**src/rtl/io_fifo_control_pkg.sv**
```systemverilog
// io_fifo_control_pkg: shared widths, MMIO address map and status bit positions
package io_fifo_control_pkg;
   localparam int XLEN         = 32;
   localparam int IO_MAP_WIDTH = 8;
   localparam int BAUD_RATE    = 115_200;

   localparam logic [IO_MAP_WIDTH-1:0] ADR_STATUS  = 8'h00;
   localparam logic [IO_MAP_WIDTH-1:0] ADR_RX_DATA = 8'h01;
   localparam logic [IO_MAP_WIDTH-1:0] ADR_TX_DATA = 8'h02;
   localparam logic [IO_MAP_WIDTH-1:0] ADR_IRQ_EN  = 8'h03;
   localparam logic [IO_MAP_WIDTH-1:0] ADR_CYCLE   = 8'h04;
   localparam logic [IO_MAP_WIDTH-1:0] ADR_INSTRET = 8'h05;
   localparam logic [IO_MAP_WIDTH-1:0] ADR_CNT_RST = 8'h06;
   localparam logic [IO_MAP_WIDTH-1:0] ADR_OVF_CLR = 8'h07;

   localparam int ST_TX_NOT_FULL  = 0;
   localparam int ST_RX_NOT_EMPTY = 1;
   localparam int ST_RX_OVF       = 2;
   localparam int ST_TX_OVF       = 3;
   localparam int ST_RX_CNT       = 8;
   localparam int ST_TX_CNT       = 16;
endpackage

```
**src/rtl/io_sync_fifo.sv**
```systemverilog
// io_sync_fifo: single-clock FIFO; push into a full FIFO succeeds only alongside a pop
module io_sync_fifo #(
   parameter int WIDTH = 8,
   parameter int DEPTH = 8,
   localparam int AW = $clog2(DEPTH),
   localparam int CWL = AW + 1
) (
   input  logic             clk,
   input  logic             rst_i,
   input  logic             push_i,
   input  logic             pop_i,
   input  logic [WIDTH-1:0] din_i,
   output logic [WIDTH-1:0] dout_o,
   output logic             full_o,
   output logic             empty_o,
   output logic [AW:0]      count_o
);
   logic [WIDTH-1:0] mem_q [DEPTH];
   logic [AW-1:0]    wr_q, wr_d, rd_q, rd_d;
   logic [AW:0]      cnt_q, cnt_d;
   logic             do_push, do_pop;

   assign empty_o = cnt_q == '0;
   assign full_o  = cnt_q == CWL'(DEPTH);
   assign count_o = cnt_q;
   assign dout_o  = mem_q[rd_q];
   assign do_pop  = pop_i & !empty_o;
   assign do_push = push_i & (!full_o | do_pop);

   // pointer and occupancy next state; power-of-two depth lets pointers wrap naturally
   always_comb begin
      wr_d  = do_push ? wr_q + AW'(1) : wr_q;
      rd_d  = do_pop ? rd_q + AW'(1) : rd_q;
      cnt_d = cnt_q + CWL'(do_push) - CWL'(do_pop);
   end

   // pointer and occupancy registers
   always_ff @(posedge clk) begin
      if (rst_i) begin
         wr_q  <= '0;
         rd_q  <= '0;
         cnt_q <= '0;
      end else begin
         wr_q  <= wr_d;
         rd_q  <= rd_d;
         cnt_q <= cnt_d;
      end
   end

   // storage array, contents are don't-care until written
   always_ff @(posedge clk) begin
      if (do_push) mem_q[wr_q] <= din_i;
   end
endmodule

```
**src/rtl/uart.sv**
```systemverilog
// uart: 8N1 transmitter and receiver with ready/valid byte interfaces
module uart #(
   parameter int CLOCK_FREQ = 125_000_000,
   parameter int BAUD_RATE  = 115_200
) (
   input  logic       clk,
   input  logic       reset,
   input  logic [7:0] data_in,
   input  logic       data_in_valid,
   output logic       data_in_ready,
   output logic [7:0] data_out,
   output logic       data_out_valid,
   input  logic       data_out_ready,
   input  logic       serial_in,
   output logic       serial_out
);
   localparam int CPS = CLOCK_FREQ / BAUD_RATE;
   localparam int CW  = $clog2(CPS);

   logic [9:0]    tx_sh_q, rx_sh_q;
   logic [3:0]    tx_bits_q, rx_bits_q;
   logic [CW-1:0] tx_clk_q, rx_clk_q;
   logic [1:0]    rx_sync_q;
   logic          rx_valid_q, tx_busy, rx_line;

   assign tx_busy        = tx_bits_q != 4'd0;
   assign data_in_ready  = !tx_busy;
   assign serial_out     = tx_busy ? tx_sh_q[0] : 1'b1;
   assign rx_line        = rx_sync_q[1];
   assign data_out       = rx_sh_q[8:1];
   assign data_out_valid = rx_valid_q;

   // transmit shifter: start bit, 8 data bits LSB first, stop bit
   always_ff @(posedge clk) begin
      if (reset) begin
         tx_sh_q   <= '1;
         tx_bits_q <= '0;
         tx_clk_q  <= '0;
      end else if (data_in_valid && !tx_busy) begin
         tx_sh_q   <= {1'b1, data_in, 1'b0};
         tx_bits_q <= 4'd10;
         tx_clk_q  <= '0;
      end else if (tx_busy) begin
         if (tx_clk_q == CW'(CPS - 1)) begin
            tx_clk_q  <= '0;
            tx_sh_q   <= {1'b1, tx_sh_q[9:1]};
            tx_bits_q <= tx_bits_q - 4'd1;
         end else begin
            tx_clk_q <= tx_clk_q + CW'(1);
         end
      end
   end

   // receiver: synchronise the line, sample each bit mid-symbol, flag a byte after the stop bit
   always_ff @(posedge clk) begin
      if (reset) begin
         rx_sync_q  <= 2'b11;
         rx_sh_q    <= '0;
         rx_bits_q  <= '0;
         rx_clk_q   <= '0;
         rx_valid_q <= 1'b0;
      end else begin
         rx_sync_q <= {rx_sync_q[0], serial_in};
         if (rx_bits_q == 4'd0) begin
            if (!rx_line) begin
               rx_bits_q <= 4'd10;
               rx_clk_q  <= CW'(CPS / 2);
            end
         end else if (rx_clk_q == '0) begin
            rx_sh_q   <= {rx_line, rx_sh_q[9:1]};
            rx_bits_q <= rx_bits_q - 4'd1;
            rx_clk_q  <= CW'(CPS - 1);
         end else begin
            rx_clk_q <= rx_clk_q - CW'(1);
         end
         if (rx_bits_q == 4'd1 && rx_clk_q == '0) rx_valid_q <= 1'b1;
         else if (data_out_ready) rx_valid_q <= 1'b0;
      end
   end
endmodule

```
**src/rtl/io_fifo_control.sv**
```systemverilog
// io_fifo_control: MMIO front end for a UART with RX/TX FIFOs, status, irq; counters under IO_PERF_CNT_EN
module io_fifo_control
   import io_fifo_control_pkg::*;
#(
   parameter int CPU_CLOCK_FREQ = 50_000_000,
   parameter int FIFO_DEPTH     = 8
) (
   input  logic                    clk,
   input  logic                    cpu_rst,
   input  logic                    io_en,
   input  logic [3:0]              wea,
   input  logic [IO_MAP_WIDTH-1:0] adr,
   input  logic [XLEN-1:0]         din_io,
   input  logic                    instr_stop,
   input  logic                    uart_serial_in,
   output logic [XLEN-1:0]         dout_io,
   output logic                    uart_serial_out,
   output logic                    irq
);
   localparam int CW = $clog2(FIFO_DEPTH) + 1;

   logic            acc, wr, rd, rx_pop, rx_push, tx_push, tx_pop, tx_ready, ovf_clr;
   logic            rx_full, rx_empty, tx_full, tx_empty;
   logic [7:0]      rx_byte, rx_head, tx_head;
   logic [CW-1:0]   rx_cnt, tx_cnt;
   logic            rx_ovf_q, rx_ovf_d, tx_ovf_q, tx_ovf_d, irq_q, irq_d;
   logic [1:0]      irq_en_q, irq_en_d;
   logic [XLEN-1:0] dout_q, dout_d, status, rdata, cyc_rd, ins_rd;
   logic            unused_in;

   assign acc       = io_en & !cpu_rst;
   assign wr        = acc & (|wea);
   assign rd        = acc & !(|wea);
   assign rx_pop    = rd & (adr == ADR_RX_DATA);
   assign tx_push   = wr & (adr == ADR_TX_DATA);
   assign ovf_clr   = wr & (adr == ADR_OVF_CLR);
   assign tx_pop    = !tx_empty & tx_ready;
   assign dout_io   = dout_q;
   assign irq       = irq_q;
   assign unused_in = ^din_io[XLEN-1:8];

   io_sync_fifo #(.WIDTH(8), .DEPTH(FIFO_DEPTH)) u_rx_fifo (
      .clk(clk), .rst_i(cpu_rst), .push_i(rx_push), .pop_i(rx_pop), .din_i(rx_byte),
      .dout_o(rx_head), .full_o(rx_full), .empty_o(rx_empty), .count_o(rx_cnt)
   );

   io_sync_fifo #(.WIDTH(8), .DEPTH(FIFO_DEPTH)) u_tx_fifo (
      .clk(clk), .rst_i(cpu_rst), .push_i(tx_push), .pop_i(tx_pop), .din_i(din_io[7:0]),
      .dout_o(tx_head), .full_o(tx_full), .empty_o(tx_empty), .count_o(tx_cnt)
   );

   uart #(.CLOCK_FREQ(CPU_CLOCK_FREQ), .BAUD_RATE(BAUD_RATE)) u_uart (
      .clk(clk), .reset(cpu_rst), .data_in(tx_head), .data_in_valid(!tx_empty),
      .data_in_ready(tx_ready), .data_out(rx_byte), .data_out_valid(rx_push),
      .data_out_ready(1'b1), .serial_in(uart_serial_in), .serial_out(uart_serial_out)
   );

`ifdef IO_PERF_CNT_EN
   logic            cnt_clr;
   logic [XLEN-1:0] cyc_q, cyc_d, ins_q, ins_d;

   assign cnt_clr = wr & (adr == ADR_CNT_RST);
   assign cyc_rd  = cyc_q;
   assign ins_rd  = ins_q;

   // free-running cycle and retired-instruction counters, wrapping at 2^32
   always_comb begin
      cyc_d = cnt_clr ? '0 : cyc_q + XLEN'(1);
      ins_d = cnt_clr ? '0 : ins_q + XLEN'(!instr_stop);
   end

   // counter registers
   always_ff @(posedge clk) begin
      if (cpu_rst) begin
         cyc_q <= '0;
         ins_q <= '0;
      end else begin
         cyc_q <= cyc_d;
         ins_q <= ins_d;
      end
   end
`else
   logic unused_perf;

   assign unused_perf = instr_stop;
   assign cyc_rd      = '0;
   assign ins_rd      = '0;
`endif

   // sticky overflows (set beats clear), irq enable, status word and read mux
   always_comb begin
      rx_ovf_d = (rx_push & rx_full & !rx_pop) | (rx_ovf_q & !ovf_clr);
      tx_ovf_d = (tx_push & tx_full & !tx_pop) | (tx_ovf_q & !ovf_clr);
      irq_en_d = (wr && adr == ADR_IRQ_EN) ? din_io[1:0] : irq_en_q;
      irq_d    = (irq_en_q[0] & !rx_empty) | (irq_en_q[1] & tx_empty);
      status                   = '0;
      status[ST_TX_NOT_FULL]   = !tx_full;
      status[ST_RX_NOT_EMPTY]  = !rx_empty;
      status[ST_RX_OVF]        = rx_ovf_q;
      status[ST_TX_OVF]        = tx_ovf_q;
      status[ST_RX_CNT +: 8]   = 8'(rx_cnt);
      status[ST_TX_CNT +: 8]   = 8'(tx_cnt);
      case (adr)
         ADR_STATUS:  rdata = status;
         ADR_RX_DATA: rdata = rx_empty ? '0 : XLEN'(rx_head);
         ADR_IRQ_EN:  rdata = XLEN'(irq_en_q);
         ADR_CYCLE:   rdata = cyc_rd;
         ADR_INSTRET: rdata = ins_rd;
         default:     rdata = '0;
      endcase
      dout_d = rd ? rdata : '0;
   end

   // control/status registers and registered outputs
   always_ff @(posedge clk) begin
      if (cpu_rst) begin
         rx_ovf_q <= 1'b0;
         tx_ovf_q <= 1'b0;
         irq_en_q <= '0;
         irq_q    <= 1'b0;
         dout_q   <= '0;
      end else begin
         rx_ovf_q <= rx_ovf_d;
         tx_ovf_q <= tx_ovf_d;
         irq_en_q <= irq_en_d;
         irq_q    <= irq_d;
         dout_q   <= dout_d;
      end
   end
endmodule

```
**config.mk**
```make
export PLATFORM = sky130hd
export DESIGN_NAME = io_fifo_control
export DESIGN_NICKNAME = d
export VERILOG_FILES = /design/src/rtl/io_fifo_control_pkg.sv /design/src/rtl/io_sync_fifo.sv /design/src/rtl/uart.sv /design/src/rtl/io_fifo_control.sv
export SDC_FILE = /design/constraint.sdc
export NUM_CORES = 1
export LEC_CHECK = 0
export CELL_PAD_IN_SITES_DETAIL_PLACEMENT = 1
export CELL_PAD_IN_SITES_GLOBAL_PLACEMENT = 1
export CORE_MARGIN = 1.5
export CORE_UTILIZATION = 47
export DETAILED_ROUTE_END_ITERATION = 7
export GPL_TIMING_DRIVEN = 0
export PLACE_DENSITY_LB_ADDON = 0.25
export SLEW_MARGIN = 20
export SYNTH_ARGS = -nofsm -noshare
export SYNTH_HDL_FRONTEND = slang
export SYNTH_SLANG_ARGS = --single-unit
```
**constraint.sdc**
```tcl
create_clock -name clk -period 3.51 [get_ports clk]
set_input_delay 0.351 -clock clk [delete_from_list [all_inputs] [get_ports clk]]
set_output_delay 0.351 -clock clk [all_outputs]
set_load 0.005 [all_outputs]
```
==> impl_results.md <==
- Ranking of synthesized cells by area: edfxtp_1, dfxtp_1, mux4_2, ha_1, mux2i_1
- Syn Area/Cell: 13.30 um^2
- FFs w/ async S/R, synth: 0
- Placed inst area: 10160 um^2
- Pwr/cell area: 637.3 nW/um^2
- Switch share: 0.2918
- Cells after Synth: 700
- Comb pwr share: 0.212
- Initial core utilization: 0.4784
- DIE WIDTH: 143.8 um
- Die area: 20670 um^2
- Hold violation count in the final report: 0
- Status: finished, final reports clean
- Gpl congestion: 0.8014
- RSZ-0062 raised after global routing: no
- # setup viols final: 0
- CTS Buf Count: 24
- Initial antenna violation count: 0
- Worst flop-to-flop path startpoint: u_rx_fifo.count_o[3]
- Register area: 5725 um^2
- # IOs: 83
- Sequential area share after synthesis: 0.6149
- P_int: 4.936 mW
- Chip height: 143.8 um
- Max Cap Viol: 0
- Final-stage net count: 859
- DRT Pass-1 Iters: 5
- Drt total wl: 22210 um
- Core footprint: 19460 um^2
- Flops & latches, synth: 222
- Crit path to: u_rx_fifo.count_o[3]
- First-pass GRT wire length: 35370 um
- Fillcell total: 1940
- Synth unique cells: 61
- Iter 0 DRT Violations: 326
- Slew Limit Fails: 0
- Setup CP Type: input pin to flip-flop
- Clock tree sinks: 222
- GRT Residual Overflow: 0
- CP startpoint: adr[5]
- Max_slew headroom: 0.3207
- Top_reg_cell synth: edfxtp_1
- Detailed-route via count: 6126
- CTS tree: built
- Hpwl dp: 15270 um
- Reg2reg setup slack: 0.41 ns
- Tcrit/Tclk final: 0.8917
- Share of cells above drive strength 1: 0.1482
- Post-route ant nets: 0
- Reg power frac: 0.437
- Post-synth EDFFs: 128
- CP arrival: 3.51 ns
- Lkg Pwr: 3.719 nW
- Crit path time final: 3.130 ns
- HP Class: input pin to flip-flop
- CP Launch Type: input pin
- Area of the multi-input gates: 3299 um^2
- Reg clk slew, reported paths: 0.06 ns
- Vias per inst: 5.736
- H-tree Lvls: 1
- Yosys warns: 0
- Gr usage total: 0.2249
- Setup_tns: 0 ns
- Fmax: 0.3195 GHz
- Design area: 10940 um^2
- Leading post-synthesis cells by instance count: edfxtp_1, dfxtp_1, nor2_1
- Wire length per cell: 20.80 um
- Worst R2R End: u_rx_fifo.count_o[2]
- DRC: 0
- Count leader, synth: edfxtp_1
- Least-Margin Pin Slew: 1.017 ns
- Peak supply drop: 0.0004059 V
- Switching power total: 2.034 mW
- Setup crit end kind: flip-flop
- Ant diodes: 0
- Rows: 51
- PortBufs: 40
- Path depth of the worst reg2reg path: 12
- Root Buffer: clkbuf_16
- Mapped cell area: 9311 um^2
- Critical Path Fanout Max: 8
- Yosys top cell by area: edfxtp_1
- Largest net degree at the start of global routing: 15
- Syn-to-layout area delta: 17.45%
- Vias in the first global route: 6659
- Clock Tree Buf Depth: 3
- Yosys top cell area share: 0.4128
- Clk pwr share: 0.351
- Worst skew pair latency: 0.52 ns
- Clk_skew: 0.01903 ns
- Worst EP required: 3.89 ns
==> routing by layer <==
metal | up-vias | global-route usage | share of wire
met5 | - | 0 | 0
met4 | 0 | 0.08915 | 0.031
met3 | 56 | 0.03366 | 0.056
met2 | 189 | 0.3887 | 0.50
met1 | 3079 | 0.2844 | 0.41
li1 | 2802 | - | -
==> registers in the layout, indices dropped and copies added, names as in the netlist, named ones only <==
name	cells
u_rx_fifo.mem_q	64
u_tx_fifo.mem_q	64
dout_io	16
u_uart.rx_clk_q	9
u_uart.rx_sh_q	9
u_uart.tx_clk_q	9
u_uart.tx_sh_q	9
u_rx_fifo.count_o	4
u_tx_fifo.count_o	4
u_uart.rx_bits_q	4
u_uart.tx_bits_q	4
u_rx_fifo.rd_q	3
u_rx_fifo.wr_q	3
u_tx_fifo.rd_q	3
u_tx_fifo.wr_q	3
irq_en_q	2
u_uart.rx_sync_q	2
irq	1
rx_ovf_q	1
tx_ovf_q	1
u_uart.data_out_valid	1
==> how the worst min path moves through the flow <==
stage	from	endpoint	cells past startpoint
floorplan	u_uart.rx_sync_q[0]	u_uart.rx_sync_q[1]	1
global placement	u_uart.rx_sync_q[0]	u_uart.rx_sync_q[1]	1
detailed placement	u_uart.rx_sync_q[0]	u_uart.rx_sync_q[1]	1
CTS	uart_serial_in	u_uart.rx_sync_q[0]	2
global route	uart_serial_in	u_uart.rx_sync_q[0]	2
finish	uart_serial_in	u_uart.rx_sync_q[0]	2
==> layout by cell type (no fill, tap or decap), drive strengths merged, types with 25 or more instances in the layout <==
cell / instances
edfxtp: 128
dfxtp: 94
clkbuf: 58
nor2: 46
clkdlybuf4s50: 40
buf: 33
mux4: 30
inv: 28
a21oi: 28
nor3: 26
mux2i: 25
==> cell type report <==
type                       instances  share of cell area
multi-input combinational        410              0.3017
clock buffer                      32             0.05949
tap                              265             0.03032
clock inverter                    12             0.01053
inverter                          28            0.009610
sequential                       222              0.5235
timing repair buffer              44             0.03935
buffer                            55             0.02551
==> kinds of logic after synthesis <==
kind of cell,Yosys count,synth area share
other,1,0.0004027
muxes,57,0.1019
buffers and inverters,83,0.04112
AOI/OAI and AO/OA,91,0.06383
xor gates and xnor gates,16,0.01505
adders and majority gates,25,0.03521
and+or+nand+nor,205,0.1277
DFF,222,0.6149
==> power by group through the flow <==
| stage | combinational [mW] | sequential, mW | clock, mW |
|---|---|---|---|
| after floorplan | 1.07 | 3.05 | 0 |
| after global placement | 1.35 | 3.07 | 0 |
| after detailed placement | 1.47 | 3.09 | 0 |
| after CTS | 1.48 | 3.04 | 2.49 |
| after global routing | 1.64 | 3.06 | 2.59 |
| final | 1.48 | 3.04 | 2.45 |
==> per-stage QoR <==
step	total power, mW	hold WS (ns)	setup WS, ns	std cells	utilization
2_1_floorplan	4.118	0.3895	0.9079	715	-
3_3_place_gp	4.424	0.3926	-0.7930	1020	0.5189
3_5_place_dp	4.557	0.4112	-0.3499	1024	0.5223
4_1_cts	7.017	0.3851	0.1821	1068	0.5616
5_1_grt	7.291	0.3943	0.1430	1068	0.5619
6_report	6.970	0.4014	0.3800	1068	0.5619
==> timing repair <==
item / in CTS / in global routing
buffers inserted: 0 / 0
endpoints found under the setup margin: 0 / 3
resized for setup: 0 / 3
hold buffers: 0 / 0
==> worst max-delay path, cell delays in order <==
cell and delay, ns:
clkdlybuf4s50_1 0.43, nor4_2 0.66, and4b_1 0.35, nand3_1 0.41, inv_1 0.17, ha_1 0.21
inv_1 0.06, ha_1 0.26, a21o_1 0.18, a21oi_1 0.21, xnor2_1 0.15, nor2_1 0.07
Power figures use the tool's default switching activity.
==> patch 1: new RTL, same flow settings <==
`dout_q` no longer has a reset.
--- a/src/rtl/io_fifo_control.sv
+++ b/src/rtl/io_fifo_control.sv
@@ -118,14 +118,16 @@
          tx_ovf_q <= 1'b0;
          irq_en_q <= '0;
          irq_q    <= 1'b0;
-         dout_q   <= '0;
       end else begin
          rx_ovf_q <= rx_ovf_d;
          tx_ovf_q <= tx_ovf_d;
          irq_en_q <= irq_en_d;
          irq_q    <= irq_d;
-         dout_q   <= dout_d;
       end
+   end
+
+   always_ff @(posedge clk) begin
+      dout_q <= dout_d;
    end
 endmodule
 
Formal check against the unedited RTL: equivalent (Yosys induction, for registers that start in step).
==> patch 1 against the original RTL <==
Critical path depth decreased by 4. Sequential cell count unchanged. Largest power group unchanged. Final area about the same. Total power increased by 4.2%. Wire length decreased by 2.2%. Worst setup slack improved by 0.071 ns. Clock skew increased by 0.0029 ns. Area after synthesis decreased by 1.2%. Cell count decreased by 2.2%. Worst hold slack got worse by 0.00099 ns. Clock power increased by 12%. Utilization increased by 1.4 points. Synthesized cell count decreased by 2.4%.
==> patch 1: results (changes against the original RTL) <==
global_routing:
  track_usage_pct: 22.1  # -0.44 points
  grt_pass1_vias: 6332  # -4.9%
  grt_max_degree: 14  # -1
final_layout:
  layout.nets: 841  # -2.1%
  drive_gt1_share_pct: 16.6  # +1.7 points
  area_delta_synth_final_pct: 18.8
placement:
  numPortBuffers: 41  # +2.5%
  placed_cells: 1001  # -2.2%
  dpl.hpwl_mm: 14.7  # -3.6%
  placed_area_um2: 10000  # -1.2%
critical_path:
  critPathMaxFanout: 7  # -1
  cp.arrival_ns: 3.28  # -0.23 ns
synthesis:
  synthMuxAreaShare_pct: 10.4  # +0.19 points
  yosys-top-cells-area: "edfxtp_1 (42%), dfxtp_1 (20%), mux4_2 (7.8%)"
  ys_seq_area_share_pct: 62.2  # +0.74 points
  synth-xor-area-share_pct: 1.52  # +0.018 points
  synth-compound-area-share_pct: 5.89  # -0.49 points
  synthCells: 683  # -2.4%
  synth_fa_ha_area_share_pct: 3.56  # +0.042 points
routing:
  via_count: 5861  # -4.3%
  wl_mm: 21.7  # -2.2%
  dr.pass1.iters: 4  # -1
  drt_iter0_drc: 236  # -28%
  via_per_inst: 5.61  # -2.2%
power:
  peakVddDrop_v: 0.000498  # +23%
  leakagePower_nw: 3.72  # about the same
  p_clk_mw: 2.74  # +12%
  power.switching_mw: 2.04  # about the same
run_status:
  status: "finished, final reports clean"
-- patch 1: kinds of logic after synthesis --
| group | count (synthesis) |
|---|---|
| flops | 222 |
| simple gates | 209 |
| compound gates | 81 |
| buf+inv | 74 |
| mux | 55 |
| fa+ha+maj | 25 |
| xor+xnor | 16 |
| other cells | 1 |
-- patch 1: worst paths after layout --
check,depth (start not counted),slack [ns],startpoint,endpoint
worst max-delay path,8,0.45,u_uart.tx_bits_q[0],u_tx_fifo.mem_q[0][6]
worst min-delay path,2,0.40,uart_serial_in,u_uart.rx_sync_q[0]
worst max register to register,8,0.45,u_uart.tx_bits_q[0],u_tx_fifo.mem_q[0][6]
worst min register to register,1,0.41,u_uart.rx_sync_q[0],u_uart.rx_sync_q[1]
-- patch 1: through the flow --
step	setup slack, ns	hold slack (ns)
detailed placement	0.184	0.405
finish	0.451	0.400
global route	0.251	0.416
CTS	0.408	0.386
global placement	-0.283	0.393
floorplan	0.823	0.389
-- patch 1: cell type report --
type                       count  area share (%)
timing repair buffer          43            3.89
clock buffer                  37            6.93
multi-input combinational    402            29.3
tap                          260            2.98
buffer                        46            2.38
inverter                      28           0.962
clock inverter                 7            1.15
sequential                   222            52.4
-- patch 1: critical path, stage by stage (launching register included) --
cell and delay, ns:
dfxtp_1 0.34, inv_1 0.09, ha_1 0.16, or3b_2 0.44, clkbuf_1 0.23, o21ai_2 0.34
nand2_2 0.20, nor4_2 0.67, buf_4 0.28
-- patch 1: layer usage --
| metal | part of all wire (%) | global-route usage (%) |
|---|---|---|
| met4 | 2.5 | 6.29 |
| met1 | 43 | 28.0 |
| met2 | 50 | 38.9 |
| met5 | 0 | 0 |
| met3 | 3.9 | 3.55 |
==> patch 2: new RTL, same settings <==
Without the edit above. Change the parameter `FIFO_DEPTH` from 8 to 16.
--- a/src/rtl/io_fifo_control.sv
+++ b/src/rtl/io_fifo_control.sv
@@ -3,7 +3,7 @@
    import io_fifo_control_pkg::*;
 #(
    parameter int CPU_CLOCK_FREQ = 50_000_000,
-   parameter int FIFO_DEPTH     = 8
+   parameter int FIFO_DEPTH     = 16
 ) (
    input  logic                    clk,
    input  logic                    cpu_rst,
Check against the original RTL: same outputs for any inputs over 4 cycles, from zero or initial values and one cycle with cpu_rst high; that may be too few to reach the edited logic, so the function may still have changed.
==> patch 2 against the original RTL <==
Total power increased by 52%. Area after synthesis up 58%. Worst hold slack gained 0.0042 ns. First-iteration DRC count is 65% higher. Sequential cell count rose by 138. Worst setup slack worse by 0.22 ns. Sequential share of layout area up 5.3 points. Wire length rose by 53%. Count of clock-buffer cells in the layout rose by 19. Final area grew 55%. Sequential power rose by 60%. Clock power up 56%. Register-to-register slack worse by 0.12 ns. Critical endpoint is now u_tx_fifo.mem_q[15][0]. Largest cell class unchanged.
==> patch 2: results (changes against the original RTL) <==
run_status:
  status: "finished, final reports clean"
critical_path:
  r2r_cells: 13  # +1
  critPathMaxFanout: 8  # unchanged
  crit_end: "u_tx_fifo.mem_q[15][0]"
  worst_path_largest_cell_delay_ns: 0.86  # +0.20 ns
  crit_slowest_cell: "nor2_1"
  crit_start: "io_en"
  regToRegSetupSlack_ns: 0.29  # -0.12 ns
  cp.arrival_ns: 3.48  # -0.03 ns
  timing.rr.end: "u_tx_fifo.count_o[4]"
  worstReg2RegStart: "u_tx_fifo.count_o[2]"
sta:
  fin_crit_sh_pct: 95.4  # +6.2 points
  finClkSkew_ns: 0.0193  # +0.000233 ns
  slew_headroom_pct: 28.3  # -3.7 points
final_layout:
  diodes: 0  # unchanged
  final.fill_count: 2917  # +50%
  layout.nets: 1129  # +31%
  drive_gt1_share_pct: 16.5  # +1.7 points
synthesis:
  synth_fa_ha_area_share_pct: 2.65  # -0.87 points
  yosys-top-cells-area: "edfxtp_1 (52%), dfxtp_1 (14%), mux4_2 (10%)"
  ys_seq_area_share_pct: 66.4  # +4.9 points
  synth-compound-area-share_pct: 4.93  # -1.5 points
  synth-xor-area-share_pct: 1.13  # -0.37 points
  synth_commonest_cells: "edfxtp_1 (256), dfxtp_1 (104), mux4_2 (68), nor2_1 (68)"
  yosysUniqueCellTypes: 69  # +13%
  synth_edf_count: 256  # +100%
  synthMuxAreaShare_pct: 12.5  # +2.3 points
  ys_warn_count: 0  # unchanged
  syn-mean-instance-area_um2: 15.4  # +16%
worst_hold_path:
  hp-class: "input pin to flop"
routing:
  via_per_inst: 5.75  # +0.29%
  dr.pass1.iters: 5  # unchanged
  wl_mm: 34.1  # +53%
  detail_route.wl_per_cell_um: 23.1  # +11%
  drt_iter0_drc: 537  # +65%
placement:
  dpl.hpwl_mm: 23.8  # +56%
  placed_cells: 1407  # +37%
  preCtsSetupSlack_ns: -0.660  # -0.310 ns
  placed_area_um2: 15700  # +55%
  numPortBuffers: 43  # +7.5%
  globalplace.congestion: 0.787  # -1.8%
power:
  peakVddDrop_v: 0.000442  # +8.9%
  power_mw: 10.6  # +52%
  leakagePower_nw: 5.66  # +52%
  power.switching_mw: 2.91  # +43%
global_routing:
  track_usage_pct: 21.3  # -1.2 points
  antenna_found_initial: 0  # unchanged
  grt_max_degree: 19  # +4
  grt_pass1_vias: 9072  # +36%
  grt_pass1_wl_mm: 53.0  # +50%
clock_network:
  cts-root-buf: "clkbuf_16"
  clk_pin_slew_worst_paths_ns: 0.06  # about the same
  h-tree-depth: 2  # +1
  cts_buffers: 38  # +58%
  insertion_delay_ns: 0.52  # about the same
flow_run:
  maxCapViolCount: 0  # unchanged
patch 2: changes by cell type in the layout (fill, tap and decap cells not counted), moves of 12 or more:
| cell | unedited run | this run |
|---|---|---|
| clkbuf_16 | 24 | 39 |
| nor2_1 | 46 | 68 |
| mux4_2 | 30 | 68 |
| edfxtp_1 | 128 | 256 |
| nor4_1 | 20 | 8 |
| and3_1 | 3 | 29 |
patch 2: worst min-delay path by stage:
stage               cells past startpoint           startpoint  slack [ns]                   to
floorplan                               1  u_uart.rx_sync_q[0]        0.39  u_uart.rx_sync_q[1]
global placement                        1  u_uart.rx_sync_q[0]        0.39  u_uart.rx_sync_q[1]
detailed placement                      1  u_uart.rx_sync_q[0]        0.40  u_uart.rx_sync_q[1]
CTS                                     2       uart_serial_in        0.40  u_uart.rx_sync_q[0]
global route                            2       uart_serial_in        0.41  u_uart.rx_sync_q[0]
finish                                  2       uart_serial_in        0.41  u_uart.rx_sync_q[0]
patch 2: per-layer routing:
layer / part of all wire, % / GRT usage, %
met5: 0 / 0
met4: 2.5 / 6.33
met3: 4.1 / 2.94
met2: 52 / 37.7
met1: 42 / 27.4
patch 2: timing repair:
action	4_1_cts	5_1_grt
hold buffers	0	0
resized for setup	1	3
setup endpoints to repair	1	1
patch 2: power by group through the flow:
stage | clock network, mW | registers (mW) | logic, mW
2_1_floorplan | 0 | 4.90 | 1.40
4_1_cts | 3.88 | 4.87 | 1.94
5_1_grt | 4.04 | 4.89 | 2.13
6_report | 3.81 | 4.87 | 1.93
3_5_place_dp | 0 | 4.96 | 1.92
3_3_place_gp | 0 | 4.95 | 1.86
patch 2: cell type report:
cell class / instances / area share, %
sequential: 360 / 57.6
buffer: 61 / 1.73
tap: 396 / 2.92
multi-input combinational: 514 / 27.5
timing repair buffer: 45 / 2.63
clock buffer: 51 / 6.20
inverter: 30 / 0.664
clock inverter: 18 / 0.804
patch 2: kinds of logic (layout without fill, tap and decap cells):
group | after synthesis | count (layout)
AO/OA/AOI/OAI | 104 | 104
XOR/XNOR | 19 | 19
adder cells (fa/ha/maj) | 30 | 30
buffers and inverters | 92 | 205
flip-flops | 360 | 360
multiplexers | 98 | 98
other | 1 | 14
AND/OR/NAND/NOR | 249 | 249
patch 2: through the flow:
stage	TNS, ns	hold WS, ns	util [%]
6_report	0	0.406	55.3
3_5_place_dp	-52.31	0.402	51.3
5_1_grt	-0.00976	0.411	55.3
2_1_floorplan	0	0.389	-
3_3_place_gp	-48.23	0.394	51.2
4_1_cts	0	0.398	55.2
patch 2: worst max-delay path: cells and delay by family:
| family | cells | cell delay, ns |
|---|---|---|
| buffers and inverters | 1 | 0.48 |
| AND/OR/NAND/NOR | 4 | 2.64 |
